===== src/rtl/pipe_hazard_ctrl.sv =====
// pipe_hazard_ctrl
// Central stall/flush sequencer for the 5-stage pipeline. It drives the write
// enables and flushes of the PC and the IF/ID, ID/EX and EX/MEM registers.
// It handles load-use stalls, branch/jump flushes, the mul/div busy interlock
// and the exception/interrupt redirect.
//
// Parameters:
//   MULDIV_CYCLES  latency of a mul/div operation in cycles (2..255)
//
// Optional feature macro:
//   HAZ_PERF_CNT_EN  when defined, stall_count counts every cycle with PC_Wr=0.
//                    When undefined, stall_count is tied to 0.
//
// Ports:
//   clk, reset          clock; synchronous active-low reset
//   ID_rs, ID_rt        register fields of the instruction held in IF/ID
//   ID_uses_rt          the ID instruction reads rt
//   ID_jump             a jump is resolved in ID
//   ID_muldiv_start     the ID instruction is mult/multu/div/divu
//   ID_mfhilo           the ID instruction is mfhi/mflo
//   EX_MemRead, EX_rt   a load is in EX, and its destination register
//   EX_branch_taken     a branch was resolved taken in EX
//   exc                 exception from the EX instruction (one-cycle pulse)
//   irq                 external interrupt (level)
//   PC_Wr, IF_ID_Wr     write enables for the PC and IF/ID
//   IF_ID_Flush, ID_EX_Flush, EX_MEM_Flush   register flush controls
//   exc_vec_sel         the PC mux selects the exception vector
//   muldiv_busy         a mul/div operation is in progress
//   stall_count         performance counter of stall cycles
module pipe_hazard_ctrl #(
   parameter int MULDIV_CYCLES = 32
) (
   input  logic        clk,
   input  logic        reset,
   input  logic [4:0]  ID_rs,
   input  logic [4:0]  ID_rt,
   input  logic        ID_uses_rt,
   input  logic        ID_jump,
   input  logic        ID_muldiv_start,
   input  logic        ID_mfhilo,
   input  logic        EX_MemRead,
   input  logic [4:0]  EX_rt,
   input  logic        EX_branch_taken,
   input  logic        exc,
   input  logic        irq,
   output logic        PC_Wr,
   output logic        IF_ID_Wr,
   output logic        IF_ID_Flush,
   output logic        ID_EX_Flush,
   output logic        EX_MEM_Flush,
   output logic        exc_vec_sel,
   output logic        muldiv_busy,
   output logic [31:0] stall_count
);

   typedef enum logic {RUN, MD_BUSY} state_t;

   state_t     state, state_next;
   logic [7:0] md_cnt, md_cnt_next;
   logic       irq_pend, irq_pend_next;
   logic       load_use, md_hazard, take_irq;

   // An r0 destination never creates a dependency, so a load into r0 never stalls.
   // A pending interrupt waits until no stall or branch flush is in progress.
   always_comb begin
      load_use  = EX_MemRead && (EX_rt != 5'd0) &&
                  ((EX_rt == ID_rs) || (ID_uses_rt && (EX_rt == ID_rt)));
      md_hazard = (state == MD_BUSY) && (ID_mfhilo || ID_muldiv_start);
      take_irq  = irq_pend && (state == RUN) && !load_use && !EX_branch_taken;
   end

   // The checks below run in priority order: redirect, branch flush, stall,
   // then jump. A mul/div that is in flight keeps counting down through branch
   // flushes and stalls. Only the exception/interrupt redirect aborts it.
   // Reset overrides the outputs last, so the pipeline is held flushed while
   // reset is low.
   always_comb begin
      PC_Wr         = 1'b1;
      IF_ID_Wr      = 1'b1;
      IF_ID_Flush   = 1'b0;
      ID_EX_Flush   = 1'b0;
      EX_MEM_Flush  = 1'b0;
      exc_vec_sel   = 1'b0;
      state_next    = state;
      md_cnt_next   = md_cnt;
      irq_pend_next = irq_pend | irq;

      if (exc || take_irq) begin
         IF_ID_Flush  = 1'b1;
         ID_EX_Flush  = 1'b1;
         EX_MEM_Flush = 1'b1;
         exc_vec_sel  = 1'b1;
         state_next   = RUN;
         md_cnt_next  = 8'd0;
         if (take_irq) begin
            irq_pend_next = 1'b0;
         end
      end else begin
         if (state == MD_BUSY) begin
            if (md_cnt == 8'd0) begin
               state_next = RUN;
            end else begin
               md_cnt_next = md_cnt - 8'd1;
            end
         end

         if (EX_branch_taken) begin
            IF_ID_Flush = 1'b1;
            ID_EX_Flush = 1'b1;
         end else if (load_use || md_hazard) begin
            PC_Wr       = 1'b0;
            IF_ID_Wr    = 1'b0;
            ID_EX_Flush = 1'b1;
         end else begin
            if ((state == RUN) && ID_muldiv_start) begin
               md_cnt_next = 8'(MULDIV_CYCLES - 1);
               state_next  = MD_BUSY;
            end
            if (ID_jump) begin
               IF_ID_Flush = 1'b1;
            end
         end
      end

      if (!reset) begin
         PC_Wr        = 1'b0;
         IF_ID_Wr     = 1'b0;
         IF_ID_Flush  = 1'b1;
         ID_EX_Flush  = 1'b1;
         EX_MEM_Flush = 1'b1;
         exc_vec_sel  = 1'b0;
      end
   end

   assign muldiv_busy = reset && (state == MD_BUSY);

   // Sequencer state register
   always_ff @(posedge clk) begin
      if (!reset) begin
         state    <= RUN;
         md_cnt   <= 8'd0;
         irq_pend <= 1'b0;
      end else begin
         state    <= state_next;
         md_cnt   <= md_cnt_next;
         irq_pend <= irq_pend_next;
      end
   end

`ifdef HAZ_PERF_CNT_EN
   // Count every cycle in which the PC is held. The counter wraps.
   always_ff @(posedge clk) begin
      if (!reset) begin
         stall_count <= 32'd0;
      end else if (!PC_Wr) begin
         stall_count <= stall_count + 32'd1;
      end
   end
`else
   assign stall_count = 32'd0;
`endif

endmodule


===== config.mk =====
export PLATFORM = sky130hd
export DESIGN_NAME = pipe_hazard_ctrl
export DESIGN_NICKNAME = d
export VERILOG_FILES = /design/src/rtl/pipe_hazard_ctrl.sv
export SDC_FILE = /design/constraint.sdc
export NUM_CORES = 1
export LEC_CHECK = 0
export CAP_MARGIN = 20
export CELL_PAD_IN_SITES_DETAIL_PLACEMENT = 1
export CELL_PAD_IN_SITES_GLOBAL_PLACEMENT = 1
export CORE_ASPECT_RATIO = 0.9
export CORE_UTILIZATION = 44
export CTS_BUF_LIST = sky130_fd_sc_hd__clkbuf_8
export CTS_CLUSTER_DIAMETER = 200
export DETAILED_ROUTE_END_ITERATION = 6
export DONT_BUFFER_PORTS = 1
export GPL_TIMING_DRIVEN = 1
export PLACE_DENSITY_LB_ADDON = 0.25
export SLEW_MARGIN = 5
export SYNTH_ARGS = -nofsm -noshare
export SYNTH_HDL_FRONTEND = slang
export SYNTH_SLANG_ARGS = --single-unit

===== constraint.sdc =====
create_clock -name clk -period 1.9 [get_ports clk]
set_input_delay 0.285 -clock clk [delete_from_list [all_inputs] [get_ports clk]]
set_output_delay 0.285 -clock clk [all_outputs]
set_load 0.01 [all_outputs]

### Word level (Yosys, flattened, before mapping)

Index checks and enable logic that the tools add are counted.

* RAM bits: 0
* output and inout port bits: 39
* register bits after elaboration: 10
* memory bits (read-only): 0
* input port bits: 25
* latch bits: 0
* memories kept: 0

* equality and inequality tests: 2
* order comparisons: 0
* divide/modulo/power cells: 0
* $add $sub $neg: 1
* bitwise gates (word level): 3
* reductions and logical operators: 18
* $mul: 0
* muxes and demuxes: 28
* shifts and indexed selects: 0

Operators with widths (count)
* two-way mux 8 bit: 5
* two-way mux 1 bit: 23
* equality test 5 bit: 2
* logical AND 1 bit: 9
* zero test 8 bit: 1
* subtractor 8 x 1 -> 8 bit, second input constant: 1
* nonzero test 5 bit: 1
* logical OR 1 bit: 4
* zero test 1 bit: 2
* inverter 1 bit: 2
* OR reduction 2 bit: 1
* OR 1 bit: 1

### Longest topological paths before layout

Gate-level depths: netlist of the first run.

* word-level depth: 10
* mapped depth: 6
* depth with buffers taken out: 6

### Worst setup path before layout of the first run

OpenSTA, ideal clock, no wires.

* path type: input port to output port
* start point: input EX_rt[1]
* end point: output PC_Wr
* setup slack: 78 ps
* arrival: 1537 ps
* cell stages on the path: 5
* path buffers: 1
* data required time: 1615 ps
* path through: or4_4 -> o21a_4 -> a21oi_1 -> o31a_1 -> buf_4

* longest elaborated chain between the ends: 10
* elaborated cells on any way between the ends: 16

RTL lines
* from (decl): RTL line 42 `input logic [4:0] EX_rt,`
* equality test 5 bit: RTL line 67 `((EX_rt == ID_rs) || (ID_uses_rt && (EX_rt == ID_rt)));`
* logical AND 1 bit: RTL line 67
* logical OR 1 bit: RTL line 67
* logical AND 1 bit (*): RTL line 66 `load_use = EX_MemRead && (EX_rt != 5'd0) &&`
* zero test 1 bit: RTL line 69 `take_irq = irq_pend && (state == RUN) && !load_use && !EX_branch_taken;`
* logical AND 1 bit (2 in series): RTL line 69
* logical OR 1 bit: RTL line 88 `if (exc || take_irq) begin`
* two-way mux 1 bit (*) (2 in series)
* to (decl): RTL line 46 `output logic PC_Wr,`

Mark *: on every way between the ends. The rest lies on a longest branch, timed or not.

### Worst setup path in the final report of the first run

Same ends and word-level chain as after synthesis.

==> results.cfg, run 1 <==
[clock_tree]
cts_root_buf = clkbuf_8
cts_buffers = 3
post_cts.repair.setup_buffers = 0
cts_tree = built
cts_resized = 0
h-tree-depth = 1
clockBufferDepth = 2
clk_latency_ps = 240
clock-sinks = 10
ctsHoldBuffers = 0
clk_pin_slew_ps = 50

[global_route]
grt-ovfl-total = 0
grt_start_max_net_pins = 10
grt_use_met1 = 0.1922
antenna_found_initial = 0
grt_pass1_wl_um = 3256
busiest_layer = met2
met2_usage = 0.3200
grt_pass1_vias = 724
use_met3 = 0.07477
grtUsageTotal = 0.1827

[timing]
fin_crit_ps = 1798
fin_crit_sh = 0.9462
fmax_ghz = 0.5563
setup-violations-final = 0
hold_viol_final = 0
skew_ps = 2.527
fin_tns_setup_ps = 0
rsz0062_at_grt = no
maxSlewViolCount = 0

[layout]
finalNonFillerCells = 155
area_delta_synth_final_pct = -4.551
drive_gt1_frac = 0.1484
layout.nets = 156
stdcell_area_um2 = 997.2
diodes = 0
register_area_um2 = 200.2
num-fill-cells = 303
multiInputGateArea_um2 = 696.9

[yosys]
synth.distinct_cells = 38
syn_area_mm2 = 0.001045
synth.most_common_cell = buf_4
synth-edff-count = 0
synth_top_area_cell = buf_4
synthCells = 127
synth_top_flop_cell = dfxtp_1
synth-async-reset-ratio = 0
yosysSeqAreaShare = 0.1916
yosys-top-cells-area = buf_4 24%, dfxtp_1 19%, xnor2_1 9.2%, a21oi_2 4.2%, nand2_1 3.6%
syn_avg_cell_area_um2 = 8.226
synth_top_area_frac = 0.2443
yosys_warnings = 0
synth_top_cells_by_count = 34 x buf_4, 11 x xnor2_1, 10 x dfxtp_1, 10 x nand2_1, 8 x nor2_1
ys_ff_latch = 10

[power_and_ir_drop]
p_int_w = 0.0004524
swShare = 0.2965
cellLeakagePower_nw = 0.4046
ir_drop_mv = 0.4170
pwr-share-seq = 0.354
clockPowerShare = 0.420
power_frac_comb = 0.226
p_sw_w = 0.0001907
finalPower_w = 0.0006430
p_per_area_mw_per_mm2 = 644.8

[setup_path]
start_kind = input pin
worstSetupPathType = in2out
arrival_ps = 1510
required_ps = 1620
crit_chain = or4_4 > o21a_4 > a21oi_1 > o31a_1
endpoint_kind = output pin
cp_slowest_cell = or4_4
crit_fanout = 5
slowest_delay_ps = 510
critPathBufInv = 0
r2r_slack_ps = 170
crit_family = compound AO/OA/AOI/OAI gates

[drt]
ant_nets = 0
dr.pass1.iters = 4
first_iter_violations = 7
drt-total-wl_um = 2099
wl_per_cell_um = 13.54
num_vias = 787
route.detailed.drc = 0
via_per_inst = 5.077

[placement]
placedCellCount = 151
placed_area_um2 = 939.7
gp_congestion = 0.7469
port_buffers = 0
dp_hpwl_um = 1764

[min_path]
hold_path_class = in2reg

[floorplan]
io_pins = 64
dieArea_mm2 = 0.002574
rows = 16
start_util = 0.4744
die_w_um = 53.37
dieHeight_um = 48.23
core_mm2 = 0.002202

[job]
maxCapViolCount = 0

[status]
status = finished, final reports clean
[registers in the layout (all words and copies together) (netlist names)]
name      flops
irq_pend      1
md_cnt        8
state         1
[power by group through the flow]
stage               clock network [W]  registers, W  logic (W)
finish                       0.000270      0.000227   0.000146
global route                 0.000290      0.000229   0.000163
CTS                          0.000279      0.000227   0.000145
detailed placement                  0      0.000231   0.000144
global placement                    0      0.000230   0.000140
floorplan                           0      0.000227   0.000179
[area by class of cell]
| class | instances | share of cell area |
|---|---|---|
| clock buffers | 4 | 0.05521 |
| inverters | 3 | 0.01129 |
| multi-input cells | 111 | 0.6989 |
| flip-flops and latches | 10 | 0.2008 |
| well taps | 27 | 0.03388 |
[kinds of logic after synthesis]
logic type      share of synthesized area
compound gates                     0.2311
flops                              0.1916
other cells                      0.003589
fa+ha+maj                         0.02395
mux                               0.01078
xor+xnor                           0.1090
simple gates                       0.1749
buf+inv                            0.2551
[cell usage in the layout, fill, tap and decap left out, types with 2 or more instances in the layout]
cell type  instances
conb_1            32
xnor2_1           11
nand2_1           10
dfxtp_1           10
a21oi_1            7
nor2_1             7
a21oi_2            5
clkbuf_8           4
inv_1              3
nor3_1             3
o21ai_0            3
nand3_1            2
nor2b_1            2
o31a_1             2
xor2_1             2
ha_1               2
[layer usage]
layer | up-vias | wire length, um
li1 | 371 | -
met1 | 370 | 863
met2 | 39 | 1011
met3 | 7 | 170
met4 | 0 | 54
met5 | - | 0
[worst reg2reg max path: cells and delay by family (launching register included)]
| family | cells | cell delay [ps] |
|---|---|---|
| flops | 1 | 340 |
| mux | 1 | 370 |
| compound gates | 1 | 140 |
| simple gates | 3 | 820 |
[per-stage QoR]
step                      utilization  hold slack, ps  worst slack, ps
after floorplan                     -           423.3            77.60
after global placement         0.4267           431.3            118.6
after detailed placement       0.4267           434.6            102.0
after CTS                      0.4517           179.7            106.5
after global routing           0.4528           208.7            16.48
final                          0.4528           185.5            102.3
[path summary, 6_finish.rpt]
path,startpoint,to,cells past startpoint
setup / recovery,EX_rt[1],PC_Wr,4
hold / removal,reset,irq_pend$_SDFF_PN0_,2
setup reg to reg,md_cnt[5]$_SDFF_PP0_,md_cnt[1]$_SDFF_PP0_,5
hold reg to reg,md_cnt[6]$_SDFF_PP0_,md_cnt[6]$_SDFF_PP0_,1
(Power assumes the default switching activity.)
==> inputs of run 2 (changes only) <==
- CORE_MARGIN: not set -> 2
==> run 2 against run 1 <==
Setup slack improved by 6.6 ps. Sequential cell count did not move. Combinational power barely moved. First-iteration DRC count fell by 29%. Wire length rose by 3.8%. Largest cell class unchanged. Largest power group unchanged. Highest routed layer unchanged.
==> results.cfg, run 2 (same netlist as run 1, synthesis figures left out) <==
[status]
status = finished, final reports clean

[clock_tree]
cts_tree = built
clock-sinks = 10
clk_pin_slew_ps = 50
cts_resized = 0
post_cts.repair.setup_buffers = 0
h-tree-depth = 1
ctsHoldBuffers = 0
clockBufferDepth = 2
cts_buffers = 3
clk_latency_ps = 240
cts_root_buf = clkbuf_8

[timing]
fin_tns_setup_ps = 0
fmax_ghz = 0.5583
rsz0062_at_grt = no
maxSlewViolCount = 0
fin_crit_ps = 1791
setup-violations-final = 0
skew_ps = 1.553
hold_viol_final = 0
fin_crit_sh = 0.9427

[layout]
reg_top3 = md_cnt x8, irq_pend x1, state x1
largest_register_ff_count = 8
num-fill-cells = 287
layout.nets = 156
layout_common_cells = 32 x conb_1, 11 x xnor2_1, 10 x nand2_1, 10 x dfxtp_1, 8 x nor2_1
diodes = 0
multiInputGateArea_um2 = 694.4
stdcell_area_um2 = 994.7
final_common_cell = conb_1
regMostFlops = md_cnt
area_delta_synth_final_pct = -4.790
drive_gt1_frac = 0.1406
register_area_um2 = 200.2

[drt]
first_iter_violations = 5
drt-total-wl_um = 2179
route.detailed.drc = 0
ant_nets = 0
wl_per_cell_um = 14.06
dr.pass1.iters = 2
via_per_inst = 5.045
num_vias = 782

[power_and_ir_drop]
p_per_area_mw_per_mm2 = 652.2
swShare = 0.3026
ir_drop_mv = 0.4723
cellLeakagePower_nw = 0.4044
p_int_w = 0.0004524
power_frac_comb = 0.225
finalPower_w = 0.0006487
p_sw_w = 0.0001963
pwr-share-seq = 0.350
clockPowerShare = 0.425

[placement]
placed_area_um2 = 939.7
dp_hpwl_um = 1817
port_buffers = 0
gp_congestion = 0.7354

[setup_path]
arrival_ps = 1510
crit_chain = nor2_1 > a21oi_1 > a31oi_4
slowest_delay_ps = 390
start_kind = register
worstSetupPathType = reg2out
required_ps = 1620
cp_slowest_cell = dfxtp_1
crit_fanout = 9
critPathBufInv = 0
endpoint_kind = output pin
crit_family = compound AO/OA/AOI/OAI gates

[floorplan]
dieHeight_um = 50.23
io_pins = 64
start_util = 0.4702
dieArea_mm2 = 0.002781
rows = 16
core_mm2 = 0.002222
die_w_um = 55.37

[global_route]
grt-ovfl-total = 0
grt_start_max_net_pins = 10
grt_pass1_vias = 753
grt_pass1_wl_um = 3443
antenna_found_initial = 0
grtUsageTotal = 0.1609

[job]
maxCapViolCount = 0

[min_path]
hold_path_class = in2reg
==> run 2: cell count changes in the layout (fill, tap and decap cells not counted) <==
cell	previous run	this run
nor2_1	7	8
nor2_2	1	0
==> run 2: area by class of cell <==
class / count / area share
Tap cell: 27 / 0.03396
Sequential cell: 10 / 0.2013
Clock buffer: 4 / 0.05535
Multi-Input combinational cell: 111 / 0.6981
Inverter: 3 / 0.01132
==> run 2: per-layer routing <==
metal | wire, um | GRT usage | vias up
met5 | 0 | 0 | -
met4 | 67 | 0.09350 | 0
met3 | 160 | 0.05928 | 9
met2 | 1082 | 0.2758 | 43
met1 | 868 | 0.1703 | 359
li1 | - | - | 371
==> run 2: worst paths after layout <==
check                            start                   end  slack (ps)  cells after the start
setup / recovery      state$_SDFF_PP0_          EX_MEM_Flush         110                      3
hold / removal                   reset   irq_pend$_SDFF_PN0_         190                      2
hold reg to reg   md_cnt[6]$_SDFF_PP0_  md_cnt[6]$_SDFF_PP0_         530                      1
setup reg to reg  md_cnt[5]$_SDFF_PP0_  md_cnt[1]$_SDFF_PP0_         160                      5
==> run 2: worst register-to-register path, delay by kind of cell (launching register included) <==
| kind | cells | cell delay (ps) |
|---|---|---|
| AOI/OAI and AO/OA | 1 | 160 |
| DFF | 1 | 340 |
| muxes | 1 | 360 |
| and+or+nand+nor | 3 | 810 |
==> run 2: metrics by stage <==
step                hold slack (ps)  instances  setup slack (ps)    util
global placement              431.0        151             124.8  0.4229
finish                        185.3        155             108.9  0.4476
floorplan                     423.3        158             77.60       -
global route                  190.0        155             39.97  0.4476
detailed placement            443.1        151             113.7  0.4229
CTS                           186.3        155             115.9  0.4476
==> run 2: power by group through the flow <==
stage               Combinational [W]  Clock, W  Sequential, W
floorplan                    0.000179         0       0.000227
global placement             0.000140         0       0.000230
global route                 0.000161  0.000294       0.000228
finish                       0.000146  0.000276       0.000227
CTS                          0.000145  0.000283       0.000227
detailed placement           0.000144         0       0.000231
==> inputs of run 3 (changes only) <==
- CORE_UTILIZATION: 44 -> 42
- CTS_BUF_LIST: sky130_fd_sc_hd__clkbuf_8 -> not set
- CTS_CLUSTER_SIZE: not set -> 25
==> run 3 against run 2 <==
Non-clock buffer count unchanged. Total power is 22% lower. Critical endpoint is now IF_ID_Wr. Sequential power hardly changed. First-iteration DRC count rose by 120%. Global-route usage shrank 1.8 points. Design area decreased by 3.1%. Critical path depth is 1 higher. Highest routed layer unchanged. Clock-buffer cell count fell by 1. Via count down 0.38%. Clock skew is 4.2 ps higher.
==> results.cfg, run 3 (same netlist as run 1, synthesis figures left out) <==
[setup_path]
start_kind = input pin
reg2regPathDepth = 5
endpoint_kind = output pin
worstSetupPathType = in2out
crit_chain = or4_4 > o21a_4 > a21oi_1 > o31a_1
crit_family = compound AO/OA/AOI/OAI gates
r2r_start = md_cnt[5]$_SDFF_PP0_
arrival_ps = 1530
required_ps = 1620
cp_slowest_cell = or4_4
critPathBufInv = 0
crit_fanout = 5
crit_cells = 4
critPathLaunch = EX_rt[1]
slowest_delay_ps = 520

[timing]
hold_viol_final = 0
hold_slack_ps = 165.1
fin_tns_setup_ps = 0
skew_ps = 5.716
fin_crit_ps = 1814
fin_crit_sh = 0.9548
setup-violations-final = 0
fmax_ghz = 0.5512
maxSlewViolCount = 0
rsz0062_at_grt = no

[drt]
ant_nets = 0
wl_per_cell_um = 12.94
first_iter_violations = 11
num_vias = 779
dr.pass1.iters = 4
via_per_inst = 5.026
route.detailed.drc = 0
drt-total-wl_um = 2005

[placement]
dp_hpwl_um = 1639
gp_congestion = 0.7709
port_buffers = 0

[power_and_ir_drop]
cellLeakagePower_nw = 0.3895
p_sw_w = 0.0001659
finalPower_w = 0.0005075
pwr-share-seq = 0.447
clockPowerShare = 0.269
p_int_w = 0.0003416
p_per_area_mw_per_mm2 = 526.7
ir_drop_mv = 0.2948
power_frac_comb = 0.285
swShare = 0.3269

[clock_tree]
h-tree-depth = 1
post_cts.repair.setup_buffers = 0
ctsHoldBuffers = 0
cts_buffers = 3
clk_pin_slew_ps = 60
cts_tree = built
clk_latency_ps = 260
cts_resized = 0
cts_root_buf = clkbuf_4
clock-sinks = 10
clockBufferDepth = 2

[min_path]
holdPathStages = 2
hp-start = reset
hold_path_class = in2reg

[global_route]
grt_start_max_net_pins = 10
busiest_layer = met2
met2_usage = 0.2616
grtUsageTotal = 0.1431
antenna_found_initial = 0
use_met3 = 0.04557
grt_pass1_wl_um = 3332
grt_pass1_vias = 751
grt-ovfl-total = 0
grt_use_met1 = 0.1621

[layout]
final_util = 0.4008
diodes = 0
reg_top3 = md_cnt x8, irq_pend x1, state x1
largest_register_ff_count = 8
layout_common_cells = 32 x conb_1, 11 x xnor2_1, 10 x nand2_1, 10 x dfxtp_1, 8 x nor2_1
final_common_cell = conb_1
regMostFlops = md_cnt
layout.nets = 156
drive_gt1_frac = 0.1339
area_delta_synth_final_pct = -7.784

[floorplan]
dieHeight_um = 51.32
core_mm2 = 0.002404
rows = 17
start_util = 0.4347
io_pins = 64
die_w_um = 56.57
dieArea_mm2 = 0.002903

[job]
maxCapViolCount = 0

[status]
status = finished, final reports clean
[run 3: power by group through the flow]
stage / clock [W] / combinational (W) / sequential, W
2_1_floorplan: 0 / 0.000179 / 0.000227
3_3_place_gp: 0 / 0.000140 / 0.000231
3_5_place_dp: 0 / 0.000142 / 0.000231
4_1_cts: 0.000142 / 0.000144 / 0.000227
5_1_grt: 0.000150 / 0.000161 / 0.000228
6_report: 0.000136 / 0.000144 / 0.000227
[run 3: final timing paths]
path                                              to  slack (ps)
worst max register to register  md_cnt[1]$_SDFF_PP0_         220
worst max-delay path                        IF_ID_Wr          90
worst min-delay path             irq_pend$_SDFF_PN0_         170
worst min register to register  md_cnt[6]$_SDFF_PP0_         520
[run 3: routing by layer]
layer / routed length (um) / part of all wire / up-vias
li1: - / - / 373
met1: 814 / 0.41 / 365
met2: 1007 / 0.50 / 39
met3: 169 / 0.084 / 2
met4: 12 / 0.0060 / 0
met5: 0 / 0 / -
[run 3: through the flow]
step,std cells,worst slack [ps],cell area (um2)
floorplan,158,77.60,1161
global placement,152,90.47,940.9
detailed placement,152,92.94,940.9
CTS,155,82.53,963.4
global route,155,19.87,963.4
finish,155,85.93,963.4
[run 3: layout make-up]
type	instances	area (um2)
well taps	28	35.03
clock buffers	3	22.52
flip-flops and latches	10	200.2
fillers	305	1440
multi-input cells	111	694.4
inverters	3	11.26
[run 3: worst register-to-register path: stages (launching register included)]
cell	delay (ps)
dfxtp_1	350
nor4_1	390
nand3_1	220
nand2_1	190
mux2_2	360
a21oi_2	120
